===== src/rtl/maze_pkg.sv =====
// Shared constants, encodings and helpers for the 5x5 maze environment driver.
package maze_pkg;

    localparam int unsigned GRID_W        = 5;
    localparam logic [5:0]  GOAL          = 6'd25;
    localparam logic [5:0]  START_DEFAULT = 6'd1;

    // Bit (s-1) set for each hole state s in {3,4,7,13,14,17,19,22}
    localparam logic [24:0] HOLE_MASK = 25'h025_304C;

    localparam logic [15:0] R_GOAL    = 16'h0064;
    localparam logic [15:0] R_HOLE    = 16'hFF9C;
    localparam logic [15:0] R_TIMEOUT = 16'hFFCE;
    localparam logic [15:0] R_NONE    = 16'h0000;

    typedef enum logic [1:0] {
        ACT_UP    = 2'd0,
        ACT_RIGHT = 2'd1,
        ACT_DOWN  = 2'd2,
        ACT_LEFT  = 2'd3
    } action_e;

    typedef enum logic [2:0] {
        ST_IDLE,
        ST_SELECT,
        ST_DRIVE,
        ST_ADVANCE,
        ST_FINISH
    } fsm_e;

    function automatic logic is_hole(input logic [5:0] s);
        logic [31:0] m;
        m = {7'b0, HOLE_MASK};
        return (s != 6'd0) && m[5'(s - 6'd1)];
    endfunction

    // Fibonacci form of x^16+x^14+x^13+x^11
    function automatic logic [15:0] lfsr_next(input logic [15:0] l);
        return {l[0] ^ l[2] ^ l[3] ^ l[5], l[15:1]};
    endfunction

endpackage


===== src/rtl/maze_step_logic.sv =====
// Combinational grid move: (state, action, step_cnt) -> next_state, reward, episode end.
module maze_step_logic
    import maze_pkg::*;
#(
    parameter int unsigned MAX_STEPS = 16
) (
    input  logic [5:0]  state,
    input  logic [1:0]  action,
    input  logic [4:0]  step_cnt,
    output logic [5:0]  next_state,
    output logic [15:0] reward,
    output logic        episode_end
);

    logic [2:0] row;
    logic [2:0] col;
    logic       at_goal;
    logic       at_hole;
    logic       timeout;

    always_comb begin
        row        = 3'((state - 6'd1) / 6'(GRID_W));
        col        = 3'((state - 6'd1) % 6'(GRID_W));
        next_state = state;
        case (action)
            ACT_UP:    if (row != 3'd0)              next_state = state - 6'(GRID_W);
            ACT_RIGHT: if (col != 3'(GRID_W - 1))    next_state = state + 6'd1;
            ACT_DOWN:  if (row != 3'(GRID_W - 1))    next_state = state + 6'(GRID_W);
            ACT_LEFT:  if (col != 3'd0)              next_state = state - 6'd1;
            default:   next_state = state;
        endcase

        at_goal = (next_state == GOAL);
        at_hole = is_hole(next_state);
        timeout = (step_cnt == 5'(MAX_STEPS - 1));

        if (at_goal)       reward = R_GOAL;
        else if (timeout)  reward = R_TIMEOUT;
        else if (at_hole)  reward = R_HOLE;
        else               reward = R_NONE;

        episode_end = at_goal || at_hole || timeout;
    end

endmodule


===== src/rtl/maze_env_driver.sv =====
// Maze environment / agent sequencer producing Q-update tuples and the en strobe
// for the Q-learning accelerator, over NUM_EPISODES episodes.
module maze_env_driver
    import maze_pkg::*;
#(
    parameter int unsigned UPDATE_CYCLES = 3,
    parameter int unsigned MAX_STEPS     = 16,
    parameter int unsigned NUM_EPISODES  = 100,
    parameter logic [15:0] LFSR_SEED     = 16'hACE1
) (
    input  logic        clk,
    input  logic        rst_n,
    input  logic        start,
    input  logic        act_mode,
    input  logic [1:0]  ext_action,
    input  logic [5:0]  start_state,
    input  logic [3:0]  alpha_cfg,
    input  logic [3:0]  gamma_cfg,
    output logic        en,
    output logic [3:0]  action,
    output logic [5:0]  state,
    output logic [5:0]  next_state,
    output logic [15:0] reward,
    output logic [3:0]  alpha,
    output logic [3:0]  gamma,
    output logic        busy,
    output logic        done,
    output logic [15:0] episode_cnt,
    output logic [4:0]  step_cnt
);

    fsm_e        fsm;
    logic [15:0] lfsr;
    logic [5:0]  start_lat;
    logic [7:0]  drive_cnt;
    logic        ep_end_q;

    logic [1:0]  sel_action;
    logic [5:0]  ns_c;
    logic [15:0] rw_c;
    logic        end_c;
    logic [15:0] ep_inc;

    assign sel_action = act_mode ? ext_action : lfsr[1:0];
    assign ep_inc     = episode_cnt + 16'd1;

    maze_step_logic #(
        .MAX_STEPS(MAX_STEPS)
    ) u_step (
        .state       (state),
        .action      (sel_action),
        .step_cnt    (step_cnt),
        .next_state  (ns_c),
        .reward      (rw_c),
        .episode_end (end_c)
    );

    always_ff @(posedge clk) begin
        if (!rst_n) begin
            fsm         <= ST_IDLE;
            lfsr        <= LFSR_SEED;
            start_lat   <= START_DEFAULT;
            drive_cnt   <= '0;
            ep_end_q    <= 1'b0;
            en          <= 1'b0;
            action      <= '0;
            state       <= START_DEFAULT;
            next_state  <= START_DEFAULT;
            reward      <= '0;
            alpha       <= '0;
            gamma       <= '0;
            busy        <= 1'b0;
            done        <= 1'b0;
            episode_cnt <= '0;
            step_cnt    <= '0;
        end else begin
            case (fsm)
                ST_IDLE: begin
                    if (start) begin
                        alpha       <= alpha_cfg;
                        gamma       <= gamma_cfg;
                        start_lat   <= start_state;
                        state       <= start_state;
                        step_cnt    <= '0;
                        busy        <= 1'b1;
                        done        <= 1'b0;
                        episode_cnt <= '0;
                        fsm         <= ST_SELECT;
                    end
                end
                ST_SELECT: begin
                    action     <= {2'b00, sel_action};
                    next_state <= ns_c;
                    reward     <= rw_c;
                    ep_end_q   <= end_c;
                    lfsr       <= lfsr_next(lfsr);
                    drive_cnt  <= '0;
                    en         <= 1'b1;
                    fsm        <= ST_DRIVE;
                end
                ST_DRIVE: begin
                    if (drive_cnt == 8'(UPDATE_CYCLES - 1)) begin
                        en  <= 1'b0;
                        fsm <= ST_ADVANCE;
                    end else begin
                        drive_cnt <= drive_cnt + 8'd1;
                    end
                end
                ST_ADVANCE: begin
                    if (ep_end_q) begin
                        episode_cnt <= ep_inc;
                        state       <= start_lat;
                        step_cnt    <= '0;
                        // busy/done flip here so they are already valid in FINISH
                        if (ep_inc == 16'(NUM_EPISODES)) begin
                            busy <= 1'b0;
                            done <= 1'b1;
                            fsm  <= ST_FINISH;
                        end else begin
                            fsm <= ST_SELECT;
                        end
                    end else begin
                        state    <= next_state;
                        step_cnt <= step_cnt + 5'd1;
                        fsm      <= ST_SELECT;
                    end
                end
                ST_FINISH: fsm <= ST_IDLE;
                default:   fsm <= ST_IDLE;
            endcase
        end
    end

endmodule


===== config.mk =====
export PLATFORM = sky130hd
export DESIGN_NAME = maze_env_driver
export DESIGN_NICKNAME = d
export VERILOG_FILES = /design/src/rtl/maze_pkg.sv /design/src/rtl/maze_step_logic.sv /design/src/rtl/maze_env_driver.sv
export SDC_FILE = /design/constraint.sdc
export NUM_CORES = 1
export LEC_CHECK = 0
export ABC_AREA = 1
export BUFFER_PORTS_ARGS = -buffer_cell sky130_fd_sc_hd__buf_4
export CORE_MARGIN = 10
export CORE_UTILIZATION = 57
export CTS_CLUSTER_SIZE = 30
export DETAILED_ROUTE_END_ITERATION = 12
export PLACE_DENSITY = 0.81
export SYNTH_ARGS = -nofsm -noshare
export SYNTH_HDL_FRONTEND = slang
export SYNTH_SLANG_ARGS = --single-unit

===== constraint.sdc =====
create_clock -name clk -period 4.8 [get_ports clk]
set_input_delay 0.48 -clock clk [delete_from_list [all_inputs] [get_ports clk]]
set_output_delay 0.48 -clock clk [all_outputs]
set_load 0.005 [all_outputs]

Word-level counts from Yosys, hierarchy flattened
Memory sizes are Yosys's and may differ from the RTL's.
Cells that the tools add are included.
{"block": "totals", "romBits": 32, "inputBits": 20, "out_inout_bits": 64, "regBits": 96, "n_memories": 1}
{"name": "(no name shown)", "depth": 32, "word_bits": 1, "read_ports": 1, "rd_clocked_by_memory_dff": 0, "wr": 0, "line_no": "maze_pkg.sv:34", "rtl": "return (s != 6'd0) && m[5'(s - 6'd1)];"}
{"block": "op_classes", "muxes": 36, "n_reduce_logical": 17, "add_sub_neg": 8, "n_div": 2, "eq_ne": 17, "magnitude_cmp": 1, "bitwise_logic": 3}
{"op": "two-way mux 16 bit", "n": 5}
{"op": "two-way mux 6 bit", "n": 6}
{"op": "one-hot mux 16 bit (2 select lines)", "n": 1}
{"op": "one-hot mux 6 bit (4 select lines)", "n": 1}
{"op": "adder 16 x 1 -> 16 bit, second input constant", "n": 1}
{"op": "equality test 16 x 7 -> 1 bit, second input constant", "n": 1}
{"op": "one-hot mux 8 bit (2 select lines)", "n": 1}
{"op": "two-way mux 3 bit", "n": 4}
{"op": "one-hot mux 3 bit (4 select lines)", "n": 1}
{"op": "one-hot mux 6 bit (2 select lines)", "n": 1}
{"op": "two-way mux 5 bit", "n": 2}
{"op": "inequality test 2 bit, second input constant", "n": 5}
{"op": "one-hot mux 5 bit (2 select lines)", "n": 1}
{"op": "AND reduction 2 bit", "n": 5}
{"op": "adder 8 x 1 -> 8 bit, second input constant", "n": 1}
{"op": "equality test 8 x 2 -> 1 bit, second input constant", "n": 1}
{"op": "two-way mux 1 bit", "n": 8}
{"op": "two-way mux 8 bit", "n": 1}
{"op": "adder 6 x 1 -> 6 bit, second input constant", "n": 1}
{"op": "adder 6 x 3 -> 6 bit, second input constant", "n": 1}
{"op": "divider 6 x 3 -> 6 bit, second input constant", "n": 1}
{"op": "equality test 3 x 2 -> 1 bit, second input constant", "n": 2}
{"op": "equality test 6 x 5 -> 1 bit, second input constant", "n": 1}
{"op": "less-than comparator 5 x 6 -> 1 bit, second input constant", "n": 1}
{"op": "other kinds (22)", "n": 31}

Depth between registers and ports, before layout
Gate-level depths: netlist (run 1).
{"block": "logic_depth", "ltp_word": 12, "depth_mapped": 46, "mapped_depth_nobuf": 44}

Hierarchy
Synthesis (run 1) repeated with hierarchy kept, for this count alone.
{"block": "hier_totals", "cells_unflattened": 892, "hier_area_um2": 5960.7}
{"mod": "maze_env_driver", "cells_per_inst": 612, "seq_area_each_um2": 1921.8, "n_inst": 1, "area_each_um2": 4327.9}
{"mod": "maze_step_logic", "cells_per_inst": 280, "seq_area_each_um2": 0.0, "n_inst": 1, "area_each_um2": 1632.8}

Worst setup path before layout (run 1)
No wires, ideal clock.
{"block": "synth_timing", "path_kind": "register -> register", "from": "register state[1]", "to": "register ep_end_q", "setup_slack_ns": 0.533, "arrival_ns": 4.153, "setup_time_ns": 0.114, "synth_period_minus_slack_ns": 4.267, "path_stages_with_launch": 44, "n_path_buf": 1, "required_ns": 4.686, "cell_sequence": "dfxtp_1 -> inv_1 -> ha_1 -> inv_2 -> nor2_4 -> nand2_1 -> nand2_1 -> nand2_2 -> inv_2 -> a21oi_1 -> nand2_2 -> nand2_2 -> nand2_2 -> nand2_4 -> nand3_2 -> nand3_4 -> nand2_1 -> nand2_1 -> [8 not listed] -> nand2_2 -> buf_6 -> nand2_4 -> nand2_1 -> nand3_1 -> nand3_1 -> nand2_1 -> ha_1 -> inv_1 -> nand3_1 -> a21oi_1 -> nor2_1 -> nand3_1 -> nand2_1 -> nand2_1 -> nand2_1 -> nand2_1 -> nand2_1"}
{"block": "synth_between", "elab_chain_cells": 11}
{"element": "start: declaration", "line_no": "maze_env_driver.sv:21", "rtl": "output logic [5:0] state,"}
{"element": "start signal: assignment", "line_no": "maze_env_driver.sv:83", "rtl": "state <= start_state;"}
{"element": "start signal: assignment", "line_no": "maze_env_driver.sv:112", "rtl": "state <= start_lat;"}
{"element": "start signal: assignment", "line_no": "maze_env_driver.sv:123", "rtl": "state <= next_state;"}
{"element": "subtractor 6 x 1 -> 6 bit", "line_no": "maze_step_logic.sv:22, maze_step_logic.sv:23, maze_step_logic.sv:29"}
{"element": "divider 6 x 3 -> 6 bit or modulo 6 x 3 -> 6 bit (tied branches)", "line_no": "maze_step_logic.sv:22, maze_step_logic.sv:23"}
{"element": "inequality test 3 bit, or another cell as far along", "line_no": "maze_step_logic.sv:28", "rtl": "ACT_DOWN: if (row != 3'(GRID_W - 1)) next_state = state + 6'(GRID_W);"}
{"element": "two-way mux 6 bit (on tied branches)"}
{"element": "one-hot mux 6 bit (4 select lines) *", "line_no": "maze_step_logic.sv:25", "rtl": "case (action)"}
{"element": "subtractor 5 x 1 -> 5 bit", "line_no": "maze_pkg.sv:34"}
{"element": "memory read (32 x 1 bit)"}
{"element": "two-way mux 1 bit (implied by the code)", "line_no": "maze_pkg.sv:34"}
{"element": "logical AND 1 bit", "line_no": "maze_pkg.sv:34"}
{"element": "logical OR 1 bit * (2 in a row)", "line_no": "maze_step_logic.sv:42", "rtl": "episode_end = at_goal || at_hole || timeout;"}
{"element": "end signal: assignment", "line_no": "maze_env_driver.sv:95", "rtl": "ep_end_q <= end_c;"}
{"element": "end: declaration", "line_no": "maze_env_driver.sv:36", "rtl": "logic ep_end_q;"}
Every way passes the cells marked *; elsewhere a longest branch is shown, timed or not. The select of a mux whose other input is x is not followed.
A chain may end at the register's enable or synchronous reset.

Worst setup path after layout (run 1)
{"block": "layout_timing", "from": "register state[0]", "to": "register reward[2]"}
{"block": "layout_between", "elab_chain_cells": 12}
{"element": "subtractor 6 x 1 -> 6 bit", "line_no": "maze_step_logic.sv:22, maze_step_logic.sv:23, maze_step_logic.sv:29"}
{"element": "divider 6 x 3 -> 6 bit or modulo 6 x 3 -> 6 bit (tied branches)", "line_no": "maze_step_logic.sv:22, maze_step_logic.sv:23"}
{"element": "inequality test 3 bit, or another cell as far along", "line_no": "maze_step_logic.sv:28"}
{"element": "two-way mux 6 bit (on tied branches)"}
{"element": "one-hot mux 6 bit (4 select lines) *", "line_no": "maze_step_logic.sv:25"}
{"element": "subtractor 5 x 1 -> 5 bit", "line_no": "maze_pkg.sv:34"}
{"element": "memory read (32 x 1 bit)"}
{"element": "two-way mux 1 bit (implied by the code)", "line_no": "maze_pkg.sv:34"}
{"element": "logical AND 1 bit", "line_no": "maze_pkg.sv:34"}
{"element": "two-way mux 16 bit", "line_no": "maze_step_logic.sv:39", "rtl": "else if (at_hole) reward = R_HOLE;"}
{"element": "two-way mux 16 bit", "line_no": "maze_step_logic.sv:38", "rtl": "else if (timeout) reward = R_TIMEOUT;"}
{"element": "two-way mux 16 bit *", "line_no": "maze_step_logic.sv:37", "rtl": "if (at_goal) reward = R_GOAL;"}
{"element": "end signal: assignment", "line_no": "maze_env_driver.sv:94", "rtl": "reward <= rw_c;"}
{"element": "end: declaration", "line_no": "maze_env_driver.sv:23", "rtl": "output logic [15:0] reward,"}
Marks and branches as above.

==> results.yml, run 1 <==
outcome:
  outcome: "complete, no violations"
setup_path:
  start_kind: "flop"
  crit_path_end_kind: "flop"
  critPathMaxFanout: 7
  critPathMaxStageDelay_ns: 0.37
  critPathSlowestCell: "dfxtp_4"
  crit_path_frequent_cell: "nand2_1"
  worstPathRequired_ns: 5.07
  worstSetupPathType: "reg2reg"
  crit_arrival_ns: 4.75
drt:
  avgRoutedWirePerCell_um: 15.3
  ant_nets: 0
  drt_iter0_markers: 403
  drtPass1Iterations: 6
  routed_via_density: 5.57
  drt_drc_violations_left: 0
  via_count: 5148
  drt-total-wl_mm: 14.1
global_routing:
  antenna_found_initial: 0
  overflow: 0
  grt_max_degree: 47
  grt_pass1_wl_mm: 23.3
  grt_pass1_vias: 5029
  track_usage_pct: 21.1
timing:
  hold_viol_final: 0
  setup_slack_ns: 0.312
  setup_viol: 0
  clock.fmax_ghz: 0.223
  tightest_slew_ns: 0.683
  min_period_ns: 4.49
  fin_tns_setup_ns: 0
  max-slew-margin-rel_pct: 54.3
  fin_hold_ws_ns: 0.371
  finalCritPeriodShare_pct: 93.5
  slew_viol_final: 0
  clock_skew_ns: 0.0188
place:
  dpl.cell_count: 899
  place_worst_setup_slack_ns: 0.00223
  hpwlAfterDp_mm: 10.4
  placed_area_um2: 5650
  port_buffers: 80
  gp_congestion: 0.934
synth:
  synthTopCellsByArea: "dfxtp_1 34%, nand2_1 13%, inv_1 6.7%"
  synth_common_cells: "173 x nand2_1, 91 x inv_1, 86 x dfxtp_1"
  synth-seq-area-share_pct: 34.0
  synth_cell_types: 41
  synth.most_common_cell: "nand2_1"
  synth_ff_type: "dfxtp_1"
  yosysWarningCount: 0
  async_flop_share_pct: 0
  synth-edff-count: 0
  synthCells: 737
  netlist.area_leader.share_pct: 34.0
  synth_area_um2: 5070
  yosysTopAreaCell: "dfxtp_1"
  syn_area_per_cell_um2: 6.88
  ys_seq_elements: 86
clock_tree:
  htreeDepth: 3
  clock_sinks: 86
  cts_tree: "built"
  clockRootBuffer: "clkbuf_8"
  clock_latency_ns: 0.36
  hold_buffers: 0
  cts_made_buffers: 9
  clkSlewWorstSetupHoldPaths_ns: 0.10
  clk_path_buf_depth: 2
min_path:
  hold_path.class: "in2reg"
die:
  dieWidth_um: 114
  placementRows: 34
  die-area_um2: 13100
  io_pins: 84
  fp.dieH_um: 114
  core-area_um2: 8680
  initial_core_util_pct: 58.4
final_layout:
  final_util_pct: 69.9
  antennaDiodeCount: 0
  finalNonFillerCells: 925
  layout-drive-gt1-share_pct: 22.5
  nets: 847
  syn_to_final_growth_pct: 19.7
  fin_area_um2: 6070
power:
  max-vdd-ir-drop_v: 0.000234
  p_total_mw: 2.93
  power_density_nw_per_um2: 483
  cellLeakagePower_nw: 2.82
job:
  max_cap_violations: 0
what timing repair did:
action                                  4_1_cts  5_1_grt
pin swaps                                     0       11
endpoints found under the setup margin        1        7
buffers inserted                              0       10
gates resized for setup                       1       29
worst paths after layout:
path | from | endpoint | slack (ns) | cells past startpoint
setup / recovery | state[0] | reward[2] | 0.31 | 40
hold / removal | start_state[0] | start_lat[0] | 0.37 | 3
setup reg to reg | state[0] | reward[2] | 0.31 | 40
hold reg to reg | gamma[1] | gamma[1] | 0.47 | 2
flip-flops by register name, summed over array words and instances (netlist names), 2 cells and up:
signal and cells:
episode_cnt 16, start_lat 6, reward 6, next_state 6, step_cnt 5, drive_cnt 8, gamma 4, action 2
alpha 4, lfsr 16, fsm 3, state 6
layout make-up:
class,instances,area [um^2]
clock buffer,9,124
clock inverter,7,113
fill,739,2610
inverter,101,379
multi-input combinational,517,2860
sequential,86,1730
tap,108,135
timing repair buffer,97,726
critical path, delay by kind of cell (launching register included):
family                     cells  cell delay [ns]
and+or+nand+nor               30             2.75
adders and majority gates      3             0.69
buffers and inverters          6             0.50
DFF                            1             0.37
AOI/OAI and AO/OA              1             0.11
logic make-up after synthesis:
kind of cell / count (synthesis) / synth area share (%)
compound gates: 122 / 14.0
xor+xnor: 20 / 3.46
fa+ha+maj: 15 / 3.70
buf+inv: 136 / 11.7
flops: 86 / 34.0
other cells: 1 / 0.0740
simple gates: 357 / 33.1
placed cells by master, fill, tap and decap left out, types with 7 or more instances in the layout:
cell type / synthesis / final
inv_2: 8 / 11
o21ai_0: 23 / 23
o211ai_1: 8 / 8
a31oi_1: 8 / 8
nor2_1: 58 / 58
xor2_1: 13 / 13
dfxtp_1: 86 / 81
a22oi_1: 14 / 14
inv_1: 91 / 88
nand4_1: 11 / 11
nand2_2: 15 / 14
buf_4: 13 / 96
nand2_4: 3 / 8
o22ai_1: 10 / 10
xnor2_1: 7 / 7
nand2_1: 173 / 169
nand3_1: 64 / 60
nand3_2: 6 / 9
ha_1: 15 / 13
clkbuf_8: 0 / 9
a21oi_1: 52 / 50
routing by layer:
layer	share of wire [%]	up-vias	GRT usage, %
li1	-	2534	-
met1	41	2386	25.4
met2	50	204	36.3
met3	7.4	24	5.03
met4	1.6	0	6.18
met5	0	-	0
power breakdown:
group / internal, mW / switching [mW]
Sequential: 0.784 / 0.0679
Combinational: 0.544 / 0.941
Clock: 0.305 / 0.287
Note: power is estimated with default switching activity, not from simulation.
==> run 2: changes to the inputs <==
--- a/config.mk
+++ b/config.mk
@@ -11,7 +11,7 @@
 export CORE_UTILIZATION = 57
 export CTS_CLUSTER_SIZE = 30
 export DETAILED_ROUTE_END_ITERATION = 12
-export PLACE_DENSITY = 0.81
+export PLACE_DENSITY = 0.82
 export SYNTH_ARGS = -nofsm -noshare
 export SYNTH_HDL_FRONTEND = slang
 export SYNTH_SLANG_ARGS = --single-unit
==> run 2 against run 1 <==
Wire length is 3.3% lower. Utilization is 0.50 points lower. Critical path depth is 1 lower. Die area stayed put. Count of clock-buffer cells in the layout stayed put. Power is 3.0% lower. Sequential power is 0.6% lower. Cell area is 0.72% lower. Cell count is 0.22% lower. Via count is 1.1% lower. Maximum frequency is 0.23% higher. Register-to-register slack hardly changed. Critical path type unchanged. Critical endpoint is now ep_end_q. Largest cell class unchanged.
==> results.yml, run 2 (same netlist as run 1, synthesis figures left out) <==
outcome:
  outcome: "complete, no violations"
die:
  placementRows: 34
  core-area_um2: 8680
  die-area_um2: 13100
  fp.dieH_um: 114
  initial_core_util_pct: 58.4
  dieWidth_um: 114
  io_pins: 84
final_layout:
  reg_top3: "episode_cnt: 16 flops, lfsr: 16 flops, drive_cnt: 8 flops"
  final_cell_mix: "167 x nand2_1, 94 x buf_4, 88 x inv_1, 84 x dfxtp_1, 59 x nand3_1"
  nets: 845
  fin_area_um2: 6020
  antennaDiodeCount: 0
  syn_to_final_growth_pct: 18.9
  layout_commonest_cell: "nand2_1"
  layout-drive-gt1-share_pct: 22.6
  nFillCells: 765
  finalNonFillerCells: 923
  final_util_pct: 69.4
power:
  max-vdd-ir-drop_v: 0.000203
  cellLeakagePower_nw: 2.78
  p_total_mw: 2.84
  power_density_nw_per_um2: 472
place:
  place_worst_setup_slack_ns: 0.0794
  gp_congestion: 0.964
  hpwlAfterDp_mm: 10.2
  dpl.cell_count: 902
  port_buffers: 80
  placed_area_um2: 5670
global_routing:
  antenna_found_initial: 0
  track_usage_pct: 20.6
  grt_max_degree: 47
  grt_pass1_wl_mm: 22.6
  overflow: 0
  grt_pass1_vias: 4888
setup_path:
  critPathMaxStageDelay_ns: 0.34
  crit_path_frequent_cell: "nand2_1"
  worst-path-buf-inv: 6
  crit_arrival_ns: 4.74
  crit_path_end_kind: "flop"
  critPathSlowestCell: "dfxtp_1"
  worstPathRequired_ns: 5.06
  critPathMaxFanout: 8
  worstSetupPathType: "reg2reg"
  regToRegSetupSlack_ns: 0.32
  critPathTopFamily: "simple AND/OR/NAND/NOR gates"
  start_kind: "flop"
clock_tree:
  clockRootBuffer: "clkbuf_8"
  htreeDepth: 3
  clkSlewWorstSetupHoldPaths_ns: 0.09
  cts_tree: "built"
  clock_sinks: 86
  cts_made_buffers: 9
  clk_path_buf_depth: 2
  clock_latency_ns: 0.36
timing:
  min_period_ns: 4.48
  finalCritPeriodShare_pct: 93.3
  fin_hold_ws_ns: 0.358
  setup_slack_ns: 0.322
  clock_skew_ns: 0.00824
  setup_viol: 0
  fin_tns_setup_ns: 0
  slew_viol_final: 0
  clock.fmax_ghz: 0.223
  hold_viol_final: 0
  tightest_slew_ns: 0.742
  max-slew-margin-rel_pct: 50.4
min_path:
  hold_path.class: "in2reg"
job:
  max_cap_violations: 0
drt:
  drt-total-wl_mm: 13.7
  via_count: 5089
  routed_via_density: 5.51
  avgRoutedWirePerCell_um: 14.8
  drtPass1Iterations: 6
  drt_iter0_markers: 322
  ant_nets: 0
  drt_drc_violations_left: 0
==> run 2: where the power goes <==
group / switching (mW) / internal [mW] / leakage (nW)
Clock: 0.276 / 0.194 / 0.0923
Sequential: 0.0636 / 0.783 / 0.701
Combinational: 0.978 / 0.546 / 1.98
Total: 1.32 / 1.52 / 2.78
==> run 2: what timing repair did <==
item,4_1_cts,5_1_grt
gates resized for setup,0,33
setup buffers,0,5
hold buffers,0,0
hold endpoints to repair,0,0
endpoints found under the setup margin,0,7
==> run 2: final timing paths <==
| kind | start | end | cells past startpoint |
|---|---|---|---|
| worst min register to register | fsm[2] | fsm[0] | 1 |
| worst min-delay path | start_state[0] | start_lat[0] | 3 |
| worst max-delay path | state[0] | ep_end_q | 39 |
| worst max register to register | state[0] | ep_end_q | 39 |
==> run 2: worst reg2reg max path, delay by kind of cell, from the launching register on <==
kind                     cells  cell delay [ns]
flip-flops                   1             0.34
AND/OR/NAND/NOR             31             3.22
buffers and inverters        6             0.49
adder cells (fa/ha/maj)      2             0.36
==> run 2: per-layer routing <==
metal | track usage [%] | vias to the layer above | wire, um
li1 | - | 2536 | -
met4 | 7.10 | 0 | 329
met5 | 0 | - | 0
met3 | 4.51 | 29 | 1120
met2 | 35.6 | 192 | 6590
met1 | 24.5 | 2332 | 5620
==> run 2: area by class of cell <==
cell class / instances / area [um^2] / area share (%)
multi-input cells: 517 / 2890 / 47.9
flip-flops and latches: 86 / 1720 / 28.6
well taps: 108 / 135 / 2.24
repair buffers: 95 / 717 / 11.9
inverters: 101 / 379 / 6.29
clock buffers: 9 / 124 / 2.06
clock inverters: 7 / 60.1 / 0.997
==> run 3: changes to the inputs <==
--- a/config.mk
+++ b/config.mk
@@ -8,10 +8,10 @@
 export ABC_AREA = 1
 export BUFFER_PORTS_ARGS = -buffer_cell sky130_fd_sc_hd__buf_4
 export CORE_MARGIN = 10
-export CORE_UTILIZATION = 57
+export CORE_UTILIZATION = 61
 export CTS_CLUSTER_SIZE = 30
 export DETAILED_ROUTE_END_ITERATION = 12
-export PLACE_DENSITY = 0.82
+export PLACE_DENSITY = 0.86
 export SYNTH_ARGS = -nofsm -noshare
 export SYNTH_HDL_FRONTEND = slang
 export SYNTH_SLANG_ARGS = --single-unit
==> constraint.sdc (replaced) <==
create_clock -name clk -period 5.4 [get_ports clk]
set_input_delay 0.54 -clock clk [delete_from_list [all_inputs] [get_ports clk]]
set_output_delay 0.54 -clock clk [all_outputs]
set_load 0.005 [all_outputs]
==> run 3 against run 2 <==
Clock power increased by 13%. Worst setup slack improved by 0.24 ns. Maximum frequency decreased by 7.4%. Utilization increased by 2.7 points. Die area decreased by 5.4%. Cell area decreased by 2.6%. Cell count decreased by 1.5%. Sequential share of layout area increased by 0.75 points. Power decreased by 13%. Via count decreased by 1.6%. Combinational power decreased by 23%. Count of clock-buffer cells in the layout unchanged.
==> results.yml, run 3 (same netlist as run 1, synthesis figures left out) <==
job:
  max_cap_violations: 0
min_path:
  hold_path.class: "in2reg"
  whs_endpoint: "gamma[1]"
  hp-start: "gamma_cfg[1]"
  worstHoldPathCells: 3
global_routing:
  grt_max_degree: 48
  overflow: 0
  grt_pass1_vias: 4759
  antenna_found_initial: 0
  grt_pass1_wl_mm: 22.3
  track_usage_pct: 20.7
clock_tree:
  post_cts_buffers: 0
  clk_path_buf_depth: 2
  cts_resized: 0
  clock_latency_ns: 0.37
  cts_made_buffers: 9
  hold_buffers: 0
  clock_sinks: 86
  htreeDepth: 3
  cts_tree: "built"
  clkSlewWorstSetupHoldPaths_ns: 0.10
  clockRootBuffer: "clkbuf_8"
final_layout:
  antennaDiodeCount: 0
  layout-drive-gt1-share_pct: 18.9
  regArea_um2: 1720
  nFillCells: 687
  multi_input_area_um2: 2770
  final_cell_mix: "173 x nand2_1, 91 x inv_1, 85 x dfxtp_1, 84 x buf_4, 64 x nand3_1"
  syn_to_final_growth_pct: 15.7
  reg_top3: "episode_cnt: 16 flops, lfsr: 16 flops, drive_cnt: 8 flops"
  layout_commonest_cell: "nand2_1"
  finalNonFillerCells: 909
  nets: 834
  final_util_pct: 72.1
setup_path:
  critPathSlowestCell: "dfxtp_2"
  critPathMaxStageDelay_ns: 0.43
  start_kind: "flop"
  crit_arrival_ns: 5.10
  crit_path_end_kind: "flop"
  regToRegSetupSlack_ns: 0.56
  critPathMaxFanout: 11
  worstSetupPathType: "reg2reg"
  timing.rr.start: "state[1]"
  crit_path_frequent_cell: "nand2_1"
  worstRegToRegCells: 42
  r2r_end: "reward[2]"
  worstPathRequired_ns: 5.67
timing:
  clock.fmax_ghz: 0.207
  setup_viol: 0
  finalCritPeriodShare_pct: 89.6
  tightest_slew_ns: 1.26
  fin_hold_ws_ns: 0.415
  min_period_ns: 4.84
  max-slew-margin-rel_pct: 15.7
  hold_viol_final: 0
  slew_viol_final: 0
  clock_skew_ns: 0.0204
drt:
  drt_drc_violations_left: 0
  drtPass1Iterations: 5
  drt-total-wl_mm: 13.2
  avgRoutedWirePerCell_um: 14.6
  ant_nets: 0
  routed_via_density: 5.51
  via_count: 5009
  drt_iter0_markers: 303
die:
  initial_core_util_pct: 62.3
  fp.dieH_um: 111
  die-area_um2: 12400
  dieWidth_um: 111
  io_pins: 84
  core-area_um2: 8130
  placementRows: 33
power:
  max-vdd-ir-drop_v: 0.000230
  power_density_nw_per_um2: 419
  p_total_mw: 2.46
  cellLeakagePower_nw: 2.73
place:
  dpl.cell_count: 893
  gp_congestion: 0.898
  hpwlAfterDp_mm: 9.98
  port_buffers: 80
outcome:
  outcome: "complete, no violations"
## run 3: changes by cell type in the layout (fill, tap and decap cells not counted), moves of 4 or more
cell and delta:
buf_4 -10, nand2_1 +6, nand3_1 +5, nand3_2 -4
## run 3: area by class of cell
| class | count | share of cell area (%) |
|---|---|---|
| Multi-Input combinational cell | 517 | 47.2 |
| Tap cell | 105 | 2.24 |
| Clock inverter | 7 | 1.92 |
| Inverter | 101 | 6.46 |
| Sequential cell | 86 | 29.4 |
| Timing Repair Buffer | 84 | 10.7 |
| Clock buffer | 9 | 2.11 |
## run 3: per-stage QoR
| stage | setup TNS [ns] | area (um^2) | setup slack [ns] |
|---|---|---|---|
| global route | -0.0571 | 5870 | -0.0332 |
| detailed placement | 0 | 5620 | 0.439 |
| global placement | 0 | 5620 | 0.752 |
| CTS | 0 | 5860 | 0.447 |
| floorplan | 0 | 5080 | 1.13 |
| finish | 0 | 5870 | 0.562 |
## run 3: critical path, delay by kind of cell, from the launching register on
family | cells | cell delay [ns]
AO/OA/AOI/OAI | 1 | 0.17
flip-flops | 1 | 0.43
AND/OR/NAND/NOR | 31 | 2.90
buffers and inverters | 7 | 0.58
adder cells (fa/ha/maj) | 3 | 0.67
## run 3: how the worst max path moves through the flow
stage	startpoint	endpoint
3_3_place_gp	state[1]	reward[2]
5_1_grt	state[1]	reward[2]
4_1_cts	state[1]	reward[2]
3_5_place_dp	state[1]	ep_end_q
6_report	state[1]	reward[2]
2_1_floorplan	state[1]	ep_end_q
## run 3: per-layer routing
layer  wire (um)  GRT usage [%]
met5           0              0
met4         192           5.83
met3         861           4.76
met2        6480           35.9
met1        5700           25.0
## run 3: where the power goes
part / total [mW] / switching, mW / internal (mW)
Combinational: 1.17 / 0.770 / 0.401
Sequential: 0.757 / 0.0607 / 0.696
Clock: 0.531 / 0.260 / 0.271
